**src/rtl/four_input_nor_gate_a_reg.sv**
```systemverilog
// four_input_nor_gate_a_reg: 4-input NOR cell with a registered copy of e,
// a 16-entry input-pattern coverage map and a saturating count of e-high cycles.
module four_input_nor_gate_a_reg #(
   parameter int CNT_W = 16
) (
   input  logic             clk,
   input  logic             rst_n,
   input  logic             a,
   input  logic             b,
   input  logic             c,
   input  logic             d,
   input  logic             clr_cov,
   output logic             e,
   output logic             e_q,
   output logic [15:0]      cov_map,
   output logic             cov_all,
   output logic [CNT_W-1:0] true_cnt
);
   logic [15:0]      cov_q, cov_d;
   logic [CNT_W-1:0] cnt_q, cnt_d;
   assign e = ~(a | b | c | d);
   // clear wins over recording the current pattern
   always_comb begin
      cov_d = clr_cov ? 16'h0000 : cov_q | (16'h0001 << {a, b, c, d});
      cnt_d = clr_cov ? '0 : (e && !(&cnt_q)) ? cnt_q + 1'b1 : cnt_q;
   end
   always_ff @(posedge clk or negedge rst_n)
      if (!rst_n) begin
         e_q   <= 1'b0;
         cov_q <= 16'h0000;
         cnt_q <= '0;
      end else begin
         e_q   <= e;
         cov_q <= cov_d;
         cnt_q <= cnt_d;
      end
   assign cov_map  = cov_q;
   assign cov_all  = &cov_q;
   assign true_cnt = cnt_q;
endmodule

```
**config.mk**
```make
export PLATFORM = sky130hd
export DESIGN_NAME = four_input_nor_gate_a_reg
export DESIGN_NICKNAME = d
export VERILOG_FILES = /design/src/rtl/four_input_nor_gate_a_reg.sv
export SDC_FILE = /design/constraint.sdc
export NUM_CORES = 1
export LEC_CHECK = 0
export ABC_AREA = 1
export CAP_MARGIN = 20
export CORE_ASPECT_RATIO = 1.1
export CORE_MARGIN = 5
export CORE_UTILIZATION = 25
export DETAILED_ROUTE_END_ITERATION = 8
export SLEW_MARGIN = 20
export SYNTH_ARGS = -nofsm -noshare
export SYNTH_HDL_FRONTEND = slang
export SYNTH_SLANG_ARGS = --single-unit
```
**constraint.sdc**
```tcl
create_clock -name clk -period 1.5 [get_ports clk]
set_clock_uncertainty 0.05 [all_clocks]
set_input_delay 0.3 -clock clk [delete_from_list [all_inputs] [get_ports clk]]
set_output_delay 0.3 -clock clk [all_outputs]
set_load 0.03 [all_outputs]
```
# Word-level counts from Yosys, hierarchy flattened

Index checks and enable logic that the tools add are counted.

Add/subtract/negate cells: 1
$mul: 0
Divide/modulo/power cells: 0
$lt $le $gt $ge: 0
Eq/ne operators: 0
Shifts and indexed selects: 1
Multiplexer cells: 3
Bitwise logic cells: 5
Reductions and logical operators: 5

Operators with widths:

| kind                                             | count |
|---|---|
| 2-to-1 mux 16 bit                                | 3 |
| AND reduction 16 bit                             | 2 |
| adder 16 x 1 -> 16 bit, second input constant    | 1 |
| OR 16 bit                                        | 1 |
| left shift 1 x 4 -> 16 bit, first input constant | 1 |
| OR 1 bit                                         | 3 |
| nonzero test 2 bit                               | 1 |
| logical AND 1 bit                                | 1 |
| logical NOT 1 bit                                | 1 |
| inverter 1 bit                                   | 1 |

Bits in registers: 33
Latch bits: 0
Memory bits (writable): 0
Memory bits (read-only): 0
Input bits: 7
Output and inout bits: 35
Word-level logic and storage cells: 18
Memories: 0

# Logic depth before layout (Yosys ltp)

Word-level depth: 7
Mapped depth: 10
Depth with buffers taken out: 10

# Least setup slack after synthesis

No wires, ideal clock.

Kind: register to output
From: reg cov_q[7] (netlist: cov_map[7])
To: out cov_all
Arrival time: 1.653 ns
Data required time: 1.150 ns
Slack: -0.503 ns
Stages on the path, launching flop included: 3
Buffers on the path: 0
Path through: dfrtp_1 -> nand4_1 -> nor4_1

Cells in the longest elaborated chain, start to end: 1

RTL lines:

| item                     | line | text |
|---|---|---|
| start: declaration       | 19   | `logic [15:0] cov_q, cov_d;` |
| start signal: assignment | 34   | `cov_q <= cov_d;` |
| AND reduction 16 bit     | 38   | `assign cov_all = &cov_q;` |
| end: declaration         | 16   | `output logic cov_all,` |

Every way passes these cells.

# Worst setup path in the final report

From: reg cov_q[12] (netlist: cov_map[12])
To: out cov_all

The elaborated chain is that of the path after synthesis.

==> summary.txt <==
Yosys
  • Sequential area share after synthesis: 44.96%
  • Mapped Area: 0.001837 mm²
  • Synth top area cells: dfrtp_1 45%, nand2_1 12%, o21a_1 6.1%
  • Synthesized flop and latch total: 33
  • Cells after Synth: 225
  • Ys Warns: 0
  • Syn Area/Cell: 8.163 µm²
  • Synth cell types: 22
  • Area leader, netlist: dfrtp_1
  • Net Count, Synth: 233
  • Top cell type's share of synthesized area: 44.96%

Drt
  • Overall routed net length: 5.127 mm
  • Via density: 4.579
  • DRC Markers: 0
  • ANT nets after route: 0
  • Initial drt markers: 32
  • TritonRoute pass-1 iters: 4
  • Vias: 1836
  • Per-cell routed wire length: 12.79 µm

Clock network
  • TritonCTS Sinks: 33
  • H-tree depth: 2
  • Clk Tree Root Cell: clkbuf_8
  • Clock tree buffer depth: 2
  • CTS tree: done
  • Clock Latency Late Sink: 0.28 ns
  • Clock slew at reported path FFs: 0.07 ns
  • CTS Buf Count: 5
  • Hold Buf Count CTS: 0

Timing
  • Slew @ Worst Pin: 0.3088 ns
  • Endpoints failing setup: 2
  • Fmax: 0.6181 GHz
  • Hold WS: 0.3432 ns
  • Final Critical Period: 1.618 ns
  • Part of the cycle the worst path needs: 107.9%
  • Final hold violation count: 0
  • Pins Over Slew Limit: 0
  • RSZ-0062 raised after global routing: yes
  • Final WS setup: -0.1179 ns
  • Relative slew slack: 79.22%

Power and ir drop
  • Clock share of power: 36.9%
  • Pwr/cell area: 657.0 mW/mm²
  • Sequential share of power: 49.8%
  • P_sw: 0.0004777 W
  • Final total power: 0.001846 W
  • Leak: 1.470 nW
  • Internal power: 0.001369 W
  • Comb power frac: 13.3%
  • Switching part of the total: 25.87%
  • Worst VDD drop: 0.0002739 V

Die
  • Core area: 0.007087 mm²
  • Row count: 32
  • Die area: 0.009163 mm²
  • I/O pin total: 42
  • Die width: 91.73 µm
  • Die height: 99.90 µm
  • Initial core utilization: 25.92%

Global routing
  • Tot GR Track Use: 11.32%
  • Initial antenna violation count: 0
  • Global-route wire length before repair: 8.314 mm
  • Congestion Overflow GR: 0
  • Number of global-route vias before repair: 1762
  • Largest net degree at the start of global routing: 34

Finish
  • Final design area excluding fillers: 0.002810 mm²
  • Commonest non-fill, non-tap cell in the layout: buf_4
  • Commonest cells after routing, fill and taps aside: 55 x buf_4, 53 x nand2_1, 30 x dfrtp_1
  • Fillers: 727
  • Layout Nets: 324
  • Share of cells above drive strength 1: 34.18%
  • Number of diodes: 0
  • Area grow syn2layout: 53.00%

Outcome
  • Outcome: finished with violations
  • Failing checks: negative setup slack

Worst setup path
  • WS Path Type: reg -> out
  • WP data arrival: 1.27 ns
  • Worst setup EP type: output pin
  • CP max FO: 3
  • Setup crit start kind: flip-flop
  • Required @ worst endpoint: 1.15 ns

Placement
  • Post-DP Area: 0.002641 mm²
  • Buffers on Ports: 41
  • RePlAce Congestion: 0.8058
  • Post-DP HPWL: 3.800 mm

Job
  • Max-cap violations: 0

Min path
  • Hold Crit Class: in -> async
-- routing by layer --
metal	up-vias	share of wire [%]	global-route usage (%)
met5	-	0	0
met4	0	1.2	3.886
met3	5	4.9	3.298
met2	39	48	18.89
met1	863	46	14.03
li1	929	-	-
-- cell families after synthesis --
| logic type | share of synthesized area, % |
|---|---|
| xor gates and xnor gates | 2.384 |
| AOI/OAI and AO/OA | 8.583 |
| adders and majority gates | 0.6811 |
| DFF | 44.96 |
| buffers and inverters | 7.152 |
| and+or+nand+nor | 36.24 |
-- worst paths after layout --
check	start	endpoint	slack (ns)	cells after the start
worst max register to register	true_cnt[1]$_DFFE_PN0P_	true_cnt[11]$_DFFE_PN0P_	0	10
min in group clk	cov_map[5]$_DFF_PN0_	cov_map[5]$_DFF_PN0_	0.47	1
max in group asynchronous	rst_n	true_cnt[8]$_DFFE_PN0P_	0.87	2
worst max-delay path	cov_map[12]$_DFF_PN0_	cov_all	-0.12	3
worst min register to register	cov_map[5]$_DFF_PN0_	cov_map[5]$_DFF_PN0_	0.47	1
worst min-delay path	rst_n	cov_map[12]$_DFF_PN0_	0.34	2
-- power by group through the flow --
stage / clock (W) / combinational [W] / sequential, W
finish: 0.000682 / 0.000245 / 0.000919
floorplan: 0 / 0.0000749 / 0.000967
global placement: 0 / 0.000245 / 0.000937
CTS: 0.000713 / 0.000241 / 0.000919
global route: 0.000757 / 0.000265 / 0.000920
detailed placement: 0 / 0.000247 / 0.000937
-- synthesized netlist by cell type --
| library cell | n |
|---|---|
| nand2_1 | 58 |
| dfrtp_1 | 33 |
| inv_1 | 21 |
| nor2_1 | 20 |
| nor4_1 | 15 |
| o21a_1 | 15 |
| nand3_1 | 14 |
| nand2_2 | 11 |
| nand4_1 | 10 |
| xor2_1 | 5 |
| inv_4 | 4 |
| o21bai_1 | 4 |
| nor2_4 | 3 |
| o21ai_1 | 3 |
| clkbuf_1 | 2 |
| buf_2 | 1 |
| buf_6 | 1 |
| clkinv_1 | 1 |
| ha_1 | 1 |
| nand3_4 | 1 |
| nor2_2 | 1 |
| nor2_8 | 1 |
-- what timing repair did --
| action | in CTS | in global routing |
|---|---|---|
| setup buffers | 5 | 3 |
| endpoints found under the setup margin | 25 | 21 |
| gates cloned | 0 | 0 |
| hold endpoints to repair | 0 | 0 |
| gates resized for setup | 28 | 22 |
| pin swaps | 4 | 5 |
-- state kept, by name (all words and copies together), names as in the netlist --
register	cells
cov_map	16
true_cnt	16
e_q	1
-- metrics by stage --
step	cells	util, %	setup TNS, ns	worst slack, ns
after floorplan	225	-	-0.8441	-0.08094
after global placement	386	37.27	-5.781	-0.2269
after detailed placement	386	37.27	-6.170	-0.2481
after CTS	398	38.68	-0.1544	-0.1544
after global routing	401	39.65	-1.291	-0.2012
final	401	39.65	-0.1181	-0.1179
-- worst max-delay path, stage by stage, from the launching register on --
cell	delay (ns)
dfrtp_1	0.38
nand4_1	0.16
nor4_4	0.28
buf_6	0.16
-- area by class of cell --
class	instances	area [µm²]	share of cell area [%]
tap	85	106.4	3.784
sequential	33	829.5	29.52
inverter	26	107.6	3.829
clock buffer	7	86.33	3.072
timing repair buffer	88	729.5	25.96
multi-input combinational	162	950.9	33.84
(Power assumes the default switching activity.)
